===== config.mk =====
export PLATFORM = sky130hd
export DESIGN_NAME = lsu_demux3
export DESIGN_NICKNAME = d
export VERILOG_FILES = /design/src/rtl/lsu_demux_pkg.sv /design/src/rtl/lsu_addr_decode3.sv /design/src/rtl/lsu_demux3.sv
export SDC_FILE = /design/constraint.sdc
export NUM_CORES = 1
export LEC_CHECK = 0
export ABC_AREA = 1
export CORE_ASPECT_RATIO = 1.5
export CORE_MARGIN = 1
export CORE_UTILIZATION = 45
export CTS_CLUSTER_SIZE = 16
export DETAILED_ROUTE_END_ITERATION = 12
export PLACE_DENSITY_LB_ADDON = 0.12
export SLEW_MARGIN = 20
export SYNTH_ARGS = -nofsm -noshare
export SYNTH_HDL_FRONTEND = slang
export SYNTH_SLANG_ARGS = --single-unit

===== constraint.sdc =====
create_clock -name i_clk -period 5.32 [get_ports i_clk]
set_input_delay 0.532 -clock i_clk [delete_from_list [all_inputs] [get_ports i_clk]]
set_output_delay 0.532 -clock i_clk [all_outputs]
set_load 0.01 [all_outputs]

===== src/rtl/lsu_demux_pkg.sv =====
// Shared types for the LSU 1-to-3 request router.
package lsu_demux_pkg;

    localparam int unsigned NUM_TGT = 3;

    typedef enum logic [1:0] {
        IDLE = 2'd0,
        REQ  = 2'd1,
        WAIT = 2'd2,
        RSP  = 2'd3
    } state_t;

    typedef enum logic [1:0] {
        TGT0     = 2'd0,
        TGT1     = 2'd1,
        TGT2     = 2'd2,
        TGT_NONE = 2'd3
    } tgt_t;

    // One-hot lane mask for a target; TGT_NONE maps to no lane.
    function automatic logic [NUM_TGT-1:0] tgt_onehot(input tgt_t t);
        logic [NUM_TGT-1:0] oh;
        oh = '0;
        case (t)
            TGT0:    oh = 3'b001;
            TGT1:    oh = 3'b010;
            TGT2:    oh = 3'b100;
            default: oh = '0;
        endcase
        return oh;
    endfunction

endpackage


===== src/rtl/lsu_addr_decode3.sv =====
// Base/mask address decoder over three windows, lowest index wins.
module lsu_addr_decode3
    import lsu_demux_pkg::*;
#(
    parameter int unsigned            ADDR_WIDTH = 32,
    parameter logic [ADDR_WIDTH-1:0]  T0_BASE    = ADDR_WIDTH'(32'h0000_0000),
    parameter logic [ADDR_WIDTH-1:0]  T0_MASK    = ADDR_WIDTH'(32'hFFFF_C000),
    parameter logic [ADDR_WIDTH-1:0]  T1_BASE    = ADDR_WIDTH'(32'h1000_0000),
    parameter logic [ADDR_WIDTH-1:0]  T1_MASK    = ADDR_WIDTH'(32'hFFFF_F000),
    parameter logic [ADDR_WIDTH-1:0]  T2_BASE    = ADDR_WIDTH'(32'h2000_0000),
    parameter logic [ADDR_WIDTH-1:0]  T2_MASK    = ADDR_WIDTH'(32'hFFFF_0000)
) (
    input  logic [ADDR_WIDTH-1:0] i_addr,
    output tgt_t                  o_tgt_c
);

    // Priority compare: earlier windows shadow later ones on overlap.
    always_comb begin
        o_tgt_c = TGT_NONE;
        if ((i_addr & T0_MASK) == T0_BASE) begin
            o_tgt_c = TGT0;
        end else if ((i_addr & T1_MASK) == T1_BASE) begin
            o_tgt_c = TGT1;
        end else if ((i_addr & T2_MASK) == T2_BASE) begin
            o_tgt_c = TGT2;
        end
    end

endmodule


===== src/rtl/lsu_demux3.sv =====
// LSU request router: one outstanding request steered to one of three
// targets, with error completion for unmapped addresses and timeouts.
module lsu_demux3
    import lsu_demux_pkg::*;
#(
    parameter int unsigned            DATA_WIDTH     = 32,
    parameter int unsigned            ADDR_WIDTH     = 32,
    parameter logic [ADDR_WIDTH-1:0]  T0_BASE        = ADDR_WIDTH'(32'h0000_0000),
    parameter logic [ADDR_WIDTH-1:0]  T0_MASK        = ADDR_WIDTH'(32'hFFFF_C000),
    parameter logic [ADDR_WIDTH-1:0]  T1_BASE        = ADDR_WIDTH'(32'h1000_0000),
    parameter logic [ADDR_WIDTH-1:0]  T1_MASK        = ADDR_WIDTH'(32'hFFFF_F000),
    parameter logic [ADDR_WIDTH-1:0]  T2_BASE        = ADDR_WIDTH'(32'h2000_0000),
    parameter logic [ADDR_WIDTH-1:0]  T2_MASK        = ADDR_WIDTH'(32'hFFFF_0000),
    parameter int unsigned            TIMEOUT_CYCLES = 16
) (
    input  logic                            i_clk,
    input  logic                            i_rst,
    input  logic                            i_req_valid,
    output logic                            o_req_ready,
    input  logic [ADDR_WIDTH-1:0]           i_req_addr,
    input  logic                            i_req_we,
    input  logic [DATA_WIDTH-1:0]           i_req_wdata,
    input  logic [DATA_WIDTH/8-1:0]         i_req_be,
    output logic                            o_rsp_valid,
    output logic [DATA_WIDTH-1:0]           o_rsp_rdata,
    output logic                            o_rsp_err,
    output logic [NUM_TGT-1:0]              o_t_valid,
    input  logic [NUM_TGT-1:0]              i_t_ready,
    output logic [ADDR_WIDTH-1:0]           o_t_addr,
    output logic                            o_t_we,
    output logic [DATA_WIDTH-1:0]           o_t_wdata,
    output logic [DATA_WIDTH/8-1:0]         o_t_be,
    input  logic [NUM_TGT-1:0]              i_t_rsp_valid,
    input  logic [NUM_TGT*DATA_WIDTH-1:0]   i_t_rdata
);

    localparam int unsigned BE_W  = DATA_WIDTH / 8;
    // One spare bit: a handshake on the last budget cycle lets the count
    // step one past the limit before the WAIT check fires.
    localparam int unsigned CNT_W = $clog2(TIMEOUT_CYCLES) + 1;

    state_t                 state_q, state_d;
    tgt_t                   sel_q, sel_d;
    logic [NUM_TGT-1:0]     t_valid_q, t_valid_d;
    logic [ADDR_WIDTH-1:0]  addr_q, addr_d;
    logic                   we_q, we_d;
    logic [DATA_WIDTH-1:0]  wdata_q, wdata_d;
    logic [BE_W-1:0]        be_q, be_d;
    logic [CNT_W-1:0]       cnt_q, cnt_d;
    logic                   rsp_valid_q, rsp_valid_d;
    logic [DATA_WIDTH-1:0]  rsp_rdata_q, rsp_rdata_d;
    logic                   rsp_err_q, rsp_err_d;

    tgt_t                   dec_tgt;
    logic [NUM_TGT-1:0]     sel_oh;
    logic [DATA_WIDTH-1:0]  sel_rdata;
    logic                   hs;
    logic                   rsp_hit;
    logic                   expired;

    lsu_addr_decode3 #(
        .ADDR_WIDTH (ADDR_WIDTH),
        .T0_BASE    (T0_BASE),
        .T0_MASK    (T0_MASK),
        .T1_BASE    (T1_BASE),
        .T1_MASK    (T1_MASK),
        .T2_BASE    (T2_BASE),
        .T2_MASK    (T2_MASK)
    ) u_decode (
        .i_addr  (i_req_addr),
        .o_tgt_c (dec_tgt)
    );

    // Read-data lane of the currently selected target.
    always_comb begin
        sel_rdata = '0;
        case (sel_q)
            TGT0:    sel_rdata = i_t_rdata[0            +: DATA_WIDTH];
            TGT1:    sel_rdata = i_t_rdata[DATA_WIDTH   +: DATA_WIDTH];
            TGT2:    sel_rdata = i_t_rdata[2*DATA_WIDTH +: DATA_WIDTH];
            default: sel_rdata = '0;
        endcase
    end

    assign sel_oh  = tgt_onehot(sel_q);
    assign hs      = |(i_t_ready & sel_oh);
    assign rsp_hit = |(i_t_rsp_valid & sel_oh);
    assign expired = (cnt_q >= CNT_W'(TIMEOUT_CYCLES - 1));

    // Next-state, payload capture, timeout and response formation.
    always_comb begin
        state_d     = state_q;
        sel_d       = sel_q;
        t_valid_d   = t_valid_q;
        addr_d      = addr_q;
        we_d        = we_q;
        wdata_d     = wdata_q;
        be_d        = be_q;
        cnt_d       = cnt_q;
        rsp_valid_d = 1'b0;
        rsp_rdata_d = rsp_rdata_q;
        rsp_err_d   = rsp_err_q;

        case (state_q)
            IDLE: begin
                if (i_req_valid) begin
                    addr_d  = i_req_addr;
                    we_d    = i_req_we;
                    wdata_d = i_req_wdata;
                    be_d    = i_req_be;
                    sel_d   = dec_tgt;
                    if (dec_tgt == TGT_NONE) begin
                        state_d     = RSP;
                        rsp_valid_d = 1'b1;
                        rsp_rdata_d = '0;
                        rsp_err_d   = 1'b1;
                    end else begin
                        state_d   = REQ;
                        t_valid_d = tgt_onehot(dec_tgt);
                        cnt_d     = '0;
                    end
                end
            end
            REQ: begin
                cnt_d = cnt_q + CNT_W'(1);
                if (hs) begin
                    state_d   = WAIT;
                    t_valid_d = '0;
                end else if (expired) begin
                    state_d     = RSP;
                    t_valid_d   = '0;
                    rsp_valid_d = 1'b1;
                    rsp_rdata_d = '0;
                    rsp_err_d   = 1'b1;
                end
            end
            WAIT: begin
                cnt_d = cnt_q + CNT_W'(1);
                if (rsp_hit) begin
                    state_d     = RSP;
                    rsp_valid_d = 1'b1;
                    rsp_rdata_d = we_q ? '0 : sel_rdata;
                    rsp_err_d   = 1'b0;
                end else if (expired) begin
                    state_d     = RSP;
                    rsp_valid_d = 1'b1;
                    rsp_rdata_d = '0;
                    rsp_err_d   = 1'b1;
                end
            end
            RSP: begin
                state_d = IDLE;
            end
            default: begin
                state_d = IDLE;
            end
        endcase
    end

    // State and output registers with synchronous reset.
    always_ff @(posedge i_clk) begin
        if (i_rst) begin
            state_q     <= IDLE;
            sel_q       <= TGT0;
            t_valid_q   <= '0;
            addr_q      <= '0;
            we_q        <= 1'b0;
            wdata_q     <= '0;
            be_q        <= '0;
            cnt_q       <= '0;
            rsp_valid_q <= 1'b0;
            rsp_rdata_q <= '0;
            rsp_err_q   <= 1'b0;
        end else begin
            state_q     <= state_d;
            sel_q       <= sel_d;
            t_valid_q   <= t_valid_d;
            addr_q      <= addr_d;
            we_q        <= we_d;
            wdata_q     <= wdata_d;
            be_q        <= be_d;
            cnt_q       <= cnt_d;
            rsp_valid_q <= rsp_valid_d;
            rsp_rdata_q <= rsp_rdata_d;
            rsp_err_q   <= rsp_err_d;
        end
    end

    assign o_req_ready = (state_q == IDLE);
    assign o_rsp_valid = rsp_valid_q;
    assign o_rsp_rdata = rsp_rdata_q;
    assign o_rsp_err   = rsp_err_q;
    assign o_t_valid   = t_valid_q;
    assign o_t_addr    = addr_q;
    assign o_t_we      = we_q;
    assign o_t_wdata   = wdata_q;
    assign o_t_be      = be_q;

endmodule

==> results of run 1 <==
==> where the power goes <==
group          switching, mW  internal, mW
logic                   1.39         0.844
registers              0.147          1.08
clock network          0.431         0.790
==> layout by cell type (no fill, tap or decap), types with 2 or more instances in the layout <==
cell type          n
nand2_2            2
nand4_1           10
nor2_4             2
nand2_1          230
nand3_1          198
bufinv_16          4
clkinv_2           2
nor3_1             2
inv_6              4
nor2_1           167
nor2_2             2
ha_1               6
o21ai_0           77
clkinv_4           3
clkinvlp_4         2
dfxtp_1          115
inv_2              7
clkdlybuf4s50_1  279
a21oi_1           49
inv_1             20
a21oi_2           29
buf_4             10
nand3_2            3
clkbuf_16         17
==> metal layers <==
layer  global-route usage, %  wire length, um
met1                    30.7             8150
met5                       0                0
met3                    8.74             2140
met4                    11.2              527
met2                    51.0            10800
==> final cells by class <==
type / instances / area [um^2]
flip-flops and latches: 115 / 2300
well taps: 192 / 240
fillers: 1230 / 4170
multi-input cells: 784 / 3660
repair buffers: 290 / 2870
clock inverters: 14 / 201
inverters: 29 / 113
clock buffers: 18 / 429
==> per-stage QoR <==
| stage | instances | power, mW |
|---|---|---|
| 4_1_cts | 1442 | 4.69 |
| 5_1_grt | 1442 | 4.98 |
| 6_report | 1442 | 4.68 |
| 3_5_place_dp | 1410 | 3.45 |
| 2_1_floorplan | 1006 | 2.65 |
| 3_3_place_gp | 1410 | 3.43 |
==> synthesized netlist by cell type (2+ instances only) <==
cell type	n
a21oi_1	49
a21oi_2	29
buf_1	6
buf_2	15
buf_4	4
buf_6	5
clkbuf_1	48
dfxtp_1	115
ha_1	6
inv_1	21
inv_2	7
nand2_1	231
nand3_1	198
nand3_2	3
nand4_1	10
nor2_1	168
nor2_4	2
nor3_1	2
o21ai_0	77
==> kinds of logic after synthesis <==
kind of cell | count (synthesis) | share of synthesized area (%)
and+or+nand+nor | 617 | 40.9
AOI/OAI and AO/OA | 161 | 14.8
DFF | 115 | 35.8
buffers and inverters | 107 | 7.39
adders and majority gates | 6 | 1.17
==> worst max-delay path, cell delays in order (launching register included) <==
cell and delay (ps):
dfxtp_1 700, inv_2 410, nand3_1 220, nand3_2 540, inv_2 700, nand2_1 100
a22oi_1 230, nand3_1 120, nand3_1 90, inv_1 60
==> final timing paths <==
kind | cells after the start | to | start
worst max-delay path | 9 | state_q[0] | sel_q[1]
worst min-delay path | 2 | o_t_valid[0] | o_t_valid[0]
worst max register to register | 9 | state_q[0] | sel_q[1]
worst min register to register | 2 | o_t_valid[0] | o_t_valid[0]
==> state kept, by name, summed over array words and instances (netlist names) <==
signal and count:
o_t_valid 3, o_t_addr 32, o_t_be 4, o_rsp_valid 1
cnt_q 5, o_rsp_err 1, o_t_we 1, sel_q 2
o_t_wdata 32, state_q 2, o_rsp_rdata 32
==> impl_metrics.csv, run 1 <==
group,metric,value,unit
worst_setup_path,critPathMaxFanout,33,
clock_network,cts_tree,"done",
timing,finalCritPeriodShare,62.2,%
yosys,postSynthAreaPerCell,6.40,um^2
clock_network,cts_repair_resize_count,0,
clock_network,htree_levels,4,
route,avgViaCountPerCell,5.30,
route,drt-total-wl,21600,um
place,gp_congestion,0.834,
run,maxCapViolCount,0,
power_and_ir_drop,cellPowerDensity,477,mW/mm^2
worst_setup_path,start_kind,"flop",
yosys,yosysSeqAreaShare,35.8,%
yosys,synthTopCellsByArea,"dfxtp_1, nand3_1, nand2_1",
yosys,synth_enable_flop_cells,0,
place,hpwlAfterDp,14500,um
yosys,ys_warn_count,0,
timing,min_period,3310,ps
route,drtIter0Drc,500,
floorplan,ioPinCount,281,
floorplan,die_area,0.0148,mm^2
yosys,yosys.area.top_type_share,35.8,%
status,status,"complete, no violations",
floorplan,die_w,99.6,um
timing,tightestPinTransition,937,ps
floorplan,placementRows,53,
place,port_buffers,280,
yosys,synthArstFlopShare,0,%
floorplan,start_util,46.0,%
power_and_ir_drop,power_leakage,3.80,nW
worst_setup_path,cp.required,5620,ps
power_and_ir_drop,vdd_drop_max,312,uV
final_layout,drive_above_1_share,7.28,%
route,vias,7641,
floorplan,die_h,148,um
route,wl_per_cell,15.0,um
route,ant_nets,0,
worst_setup_path,cp-end-kind,"flop",
worst_setup_path,crit_arrival,3610,ps
floorplan,coreArea,0.0140,mm^2
global_route,grt_max_degree,79,
final_layout,area_growth,52.6,%
worst_setup_path,worstSetupPathType,"reg -> reg",
global_route,grt_pass1_wl,33700,um
clock_network,clockRootBuffer,"clkbuf_16",
yosys,yosys_most_used_dff,"dfxtp_1",
clock_network,cts_buffers,17,
timing,rsz0062_at_grt,"no",
global_route,antenna_found_initial,0,
clock_network,clkTransAtPathRegs,60,ps
timing,slew_headroom,37.5,%
timing,setup_violations,0,
timing,slew_viol_final,0,
yosys,ys_types,29,
final_layout,finalNetCount,1417,
yosys,synth_fp_nets,1186,
timing,whs,464,ps
final_layout,final_core_util,70.2,%
timing,finalHoldViolations,0,
timing,worst_slack,2010,ps
clock_network,cts.sinks,115,
worst_setup_path,setup.reg_to_reg.worst_slack,2010,ps
final_layout,diodes,0,
timing,fmax,302,MHz
place,placed_area,0.00919,mm^2
yosys,ys_seq_elements,115,
final_layout,final_cell_area,0.00982,mm^2
hold_path,hold_class,"reg -> reg",
clock_network,cts_setup_buffers,0,
yosys,syn_inst,1006,
clock_network,clk_path_buf_depth,2,
global_route,grt_overflow_total,0,
global_route,track_usage,28.4,%
route,drc,0,
timing,fin_skew,6.87,ps
clock_network,postCtsHoldBufs,0,
global_route,grt_pass1_vias,7003,
timing,tns,0,ps
yosys,synthesis.area,0.00643,mm^2
yosys,yosys.area.top_type,"dfxtp_1",
clock_network,clkLatencyLatePin,410,ps
place,pre_cts_ws,2130,ps
route,firstDrtPassIters,5,
(Power assumes the default switching activity.)
==> run 2: changes to the inputs <==
CORE_UTILIZATION = 39   (was 45)
clock period = 2.9 ns   (was 5.32 ns; I/O delays follow)
==> run 2 against run 1 <==
Hold slack improved by 10 ps. Count of clock-buffer cells in the layout unchanged. Maximum frequency rose by 50%. Critical endpoint is now o_rsp_rdata[8]. Largest cell class unchanged. Highest routed layer unchanged.
==> impl_metrics.csv, run 2 (synthesized netlist as in run 1, its figures left out) <==
group,metric,value,unit
global_route,antenna_found_initial,0,
power_and_ir_drop,cellPowerDensity,870,mW/mm^2
hold_path,hold_class,"reg -> reg",
clock_network,clkLatencyLatePin,410,ps
worst_setup_path,cp.required,3240,ps
power_and_ir_drop,p_clk_share,25.1,%
floorplan,die_w,107,um
final_layout,instances_no_fill,1468,
final_layout,diodes,0,
route,wl_per_cell,14.7,um
route,firstDrtPassIters,7,
worst_setup_path,crit_arrival,2550,ps
global_route,grt_max_degree,71,
worst_setup_path,start_kind,"flop",
place,port_buffers,280,
route,drc,0,
timing,tns,0,ps
place,placedCellCount,1436,
power_and_ir_drop,intPower,5.02,mW
worst_setup_path,critPathMaxFanout,23,
timing,setup_violations,0,
route,avgViaCountPerCell,5.14,
final_layout,area_growth,54.4,%
power_and_ir_drop,vdd_drop_max,539,uV
final_layout,final_cell_mix,"clkdlybuf4s50_1, nand2_1, nand3_1, nor2_1, dfxtp_1",
global_route,grt_pass1_wl,34700,um
route,drtIter0Drc,445,
final_layout,finalNetCount,1429,
power_and_ir_drop,power_leakage,3.86,nW
global_route,grt_pass1_vias,7112,
power_and_ir_drop,p_seq_share,25.8,%
floorplan,ioPinCount,281,
power_and_ir_drop,combPwrFrac,49.1,%
worst_setup_path,worstSetupPathType,"reg -> reg",
clock_network,cts_setup_buffers,0,
floorplan,placementRows,57,
place,gp_congestion,0.791,
clock_network,postCtsHoldBufs,0,
timing,min_period,2200,ps
global_route,grt_overflow_total,0,
clock_network,htree_levels,4,
power_and_ir_drop,p_sw_share,41.9,%
final_layout,final_core_util,61.4,%
final_layout,drive_above_1_share,8.24,%
route,drt-total-wl,21600,um
clock_network,clockRootBuffer,"clkbuf_16",
run,maxCapViolCount,0,
clock_network,cts_repair_resize_count,0,
floorplan,start_util,39.7,%
timing,fmax,454,MHz
clock_network,cts_buffers,17,
clock_network,clk_path_buf_depth,2,
route,vias,7548,
final_layout,layout_commonest_cell,"clkdlybuf4s50_1",
global_route,track_usage,25.2,%
timing,slew_headroom,37.6,%
power_and_ir_drop,p_sw,3.63,mW
worst_setup_path,cp-end-kind,"flop",
timing,whs,474,ps
clock_network,clkTransAtPathRegs,60,ps
place,hpwlAfterDp,15000,um
timing,finalCritPeriodShare,76.0,%
clock_network,cts_tree,"done",
timing,rsz0062_at_grt,"no",
timing,finalHoldViolations,0,
floorplan,die_h,159,um
route,ant_nets,0,
floorplan,die_area,0.0170,mm^2
timing,fin_skew,5.44,ps
clock_network,cts.sinks,115,
status,status,"complete, no violations",
timing,tightestPinTransition,936,ps
floorplan,coreArea,0.0162,mm^2
timing,slew_viol_final,0,
-- run 2: worst paths after layout --
path                 from              to  slack (ps)  depth (start not counted)
max              cnt_q[0]  o_rsp_rdata[8]         700                         12
min          o_t_valid[0]    o_t_valid[0]         470                          2
min reg2reg  o_t_valid[0]    o_t_valid[0]         470                          2
max reg2reg      cnt_q[0]  o_rsp_rdata[8]         700                         12
-- run 2: power by group through the flow --
stage	clock network (mW)	logic (mW)	registers [mW]
after floorplan	0	2.50	2.37
after global placement	0	4.23	2.24
after detailed placement	0	4.24	2.26
after CTS	2.21	4.26	2.23
after global routing	2.30	4.68	2.28
final	2.17	4.24	2.23
-- run 2: final cells by class --
| class | instances | area, um^2 |
|---|---|---|
| clock buffers | 18 | 439 |
| clock inverters | 14 | 178 |
| fillers | 1546 | 6250 |
| inverters | 29 | 111 |
| multi-input cells | 784 | 3660 |
| flip-flops and latches | 115 | 2300 |
| well taps | 206 | 258 |
| repair buffers | 302 | 2990 |
-- run 2: through the flow --
| step | instance area, um^2 | setup WS, ps | total power, mW |
|---|---|---|---|
| 3_5_place_dp | 9320 | 664 | 6.50 |
| 6_report | 9940 | 697 | 8.65 |
| 5_1_grt | 9940 | 467 | 9.26 |
| 4_1_cts | 9940 | 681 | 8.70 |
| 2_1_floorplan | 6430 | 1030 | 4.87 |
| 3_3_place_gp | 9320 | 738 | 6.47 |
-- run 2: layer usage --
layer	vias up	global-route usage, %	wire length [um]
met5	-	0	0
met4	0	9.28	490
met3	27	8.35	1980
met2	311	44.4	10600
met1	3395	27.7	8560
li1	3815	-	-
-- run 2: critical path, stage by stage (launching register included) --
cell     delay (ps)
dfxtp_1         350
ha_1            240
nand2_1          70
nor2_1           40
ha_1            180
nor2_2           90
nand2_1         140
inv_2           230
buf_4           320
nand3_1         110
a21oi_1         170
nand2_1          80
a21oi_2         110
==> run 3: changes to the inputs <==
clock period = 2 ns   (was 2.9 ns; I/O delays follow)
==> run 3 against run 2 <==
Final area up 4.4%. Setup slack worse by 600 ps. Largest cell class unchanged. Highest routed layer unchanged. Routed wire length up 4.9%. Count of clock-buffer cells in the layout unchanged. Non-clock buffer count up 24.
==> impl_metrics.csv, run 3 (synthesized netlist as in run 1, its figures left out) <==
group,metric,value,unit
clock_network,cts.sinks,115,
final_layout,fill_cells,1500,
timing,tightestPinTransition,600,ps
clock_network,clockRootBuffer,"clkbuf_16",
timing,finalCritPeriodShare,94.9,%
final_layout,finalNetCount,1453,
floorplan,start_util,39.7,%
final_layout,area_growth,61.3,%
global_route,grt_util_met2,44.9,%
route,drt-total-wl,22700,um
clock_network,cts_buffers,17,
floorplan,die_w,107,um
final_layout,final_cell_area,0.0104,mm^2
global_route,grt_overflow_total,0,
global_route,grt_pass1_wl,34700,um
power_and_ir_drop,total_power,13.4,mW
clock_network,cts_tree,"done",
timing,slew_headroom,60.0,%
global_route,met3_usage,7.78,%
worst_setup_path,start_kind,"flop",
power_and_ir_drop,cellPowerDensity,1290,mW/mm^2
run,maxCapViolCount,0,
worst_setup_path,critPathMaxFanout,8,
place,hpwlAfterDp,15300,um
floorplan,coreArea,0.0162,mm^2
power_and_ir_drop,power_leakage,4.06,nW
place,placedCellCount,1451,
worst_setup_path,path_cells,"ha_4, nand2_1, nor2_1, ha_2, nor2_4, buf_12, nand2_4, inv_8, clkbuf_16, nand3_1, a21oi_1, nand2_1, a21oi_2",
final_layout,diodes,0,
global_route,track_usage,25.1,%
timing,fin_skew,8.78,ps
clock_network,clkLatencyLatePin,410,ps
worst_setup_path,cp-end-kind,"flop",
worst_setup_path,cp.required,2340,ps
route,drc,0,
clock_network,clk_path_buf_depth,2,
final_layout,seqCellArea,0.00230,mm^2
clock_network,clkTransAtPathRegs,60,ps
final_layout,drive_above_1_share,11.3,%
timing,slew_viol_final,0,
timing,tns,0,ps
global_route,grt_max_degree,67,
power_and_ir_drop,vdd_drop_max,1060,uV
final_layout,layout_commonest_cell,"clkdlybuf4s50_1",
final_layout,instances_no_fill,1492,
clock_network,htree_levels,4,
route,drtIter0Drc,447,
route,firstDrtPassIters,6,
floorplan,die_h,159,um
global_route,grt_pass1_vias,7071,
final_layout,multi_input_area,0.00374,mm^2
worst_setup_path,worstSetupPathType,"reg -> reg",
place,port_buffers,280,
route,avgViaCountPerCell,5.11,
worst_setup_path,crit_top_cell,"nand2_1",
route,vias,7625,
clock_network,postCtsHoldBufs,0,
global_route,gr-max-usage-layer,"met2",
hold_path,hold_class,"in -> reg",
timing,fmax,527,MHz
timing,finalHoldViolations,0,
global_route,antenna_found_initial,0,
worst_setup_path,critPathSlowestCell,"dfxtp_2",
floorplan,placementRows,57,
worst_setup_path,cp_slowest_stage_delay,340,ps
timing,min_period,1900,ps
final_layout,final_cell_mix,"clkdlybuf4s50_1, nand2_1, nand3_1, nor2_1, dfxtp_1",
floorplan,ioPinCount,281,
global_route,grtUsageMet1,28.1,%
route,wl_per_cell,15.2,um
place,placed_area,0.00952,mm^2
place,gp_congestion,0.819,
timing,setup_violations,0,
status,status,"complete, no violations",
floorplan,die_area,0.0170,mm^2
route,ant_nets,0,
worst_setup_path,crit_arrival,2240,ps
[run 3: cell count changes in the layout (fill, tap and decap cells not counted), sizes merged]
cell and delta:
clkbuf +4, clkdlybuf4s50 -1, dlymetal6s2s +1, clkinvlp -2, buf +20, clkinv +2
[run 3: report_power, final]
part / internal, mW / switching (mW) / total [mW]
Sequential: 2.86 / 0.382 / 3.24
Combinational: 3.04 / 4.05 / 7.10
Clock: 1.98 / 1.12 / 3.09
[run 3: final cells by class]
cell class	instances	share of cell area, %
multi-input combinational	784	36.0
timing repair buffer	326	32.3
sequential	115	22.2
clock buffer	18	4.14
tap	206	2.48
clock inverter	14	1.74
inverter	29	1.15
[run 3: layer usage]
metal,vias up,share of wire [%]
li1,3865,-
met1,3457,39
met2,272,50
met3,31,8.4
met4,0,2.7
met5,-,0
[run 3: per-stage QoR]
stage	utilization (%)	setup slack, ps	hold slack (ps)
detailed placement	58.8	-46.4	464
floorplan	-	127	348
CTS	62.6	3.00	167
finish	64.1	102	173
global placement	58.8	2.90	451
global route	64.1	-20.3	206
[run 3: final timing paths]
kind | start | end | slack, ps | cells after the start
min reg2reg | o_t_valid[0] | o_t_valid[0] | 470 | 2
min | i_rst | o_t_addr[8] | 170 | 4
max reg2reg | cnt_q[1] | o_rsp_rdata[30] | 100 | 13
max | cnt_q[1] | o_rsp_rdata[30] | 100 | 13
[run 3: what timing repair did]
| item | in CTS | in global routing |
|---|---|---|
| resized for setup | 2 | 23 |
| cloned | 0 | 6 |
| setup buffers | 0 | 3 |
| endpoints found under the setup margin | 30 | 33 |
| pin swaps | 0 | 8 |
[run 3: worst max-delay path: cells and delay by family (launching register included)]
family,cells,cell delay [ps]
flops,1,340
buf+inv,3,410
simple gates,6,460
compound gates,2,270
fa+ha+maj,2,340
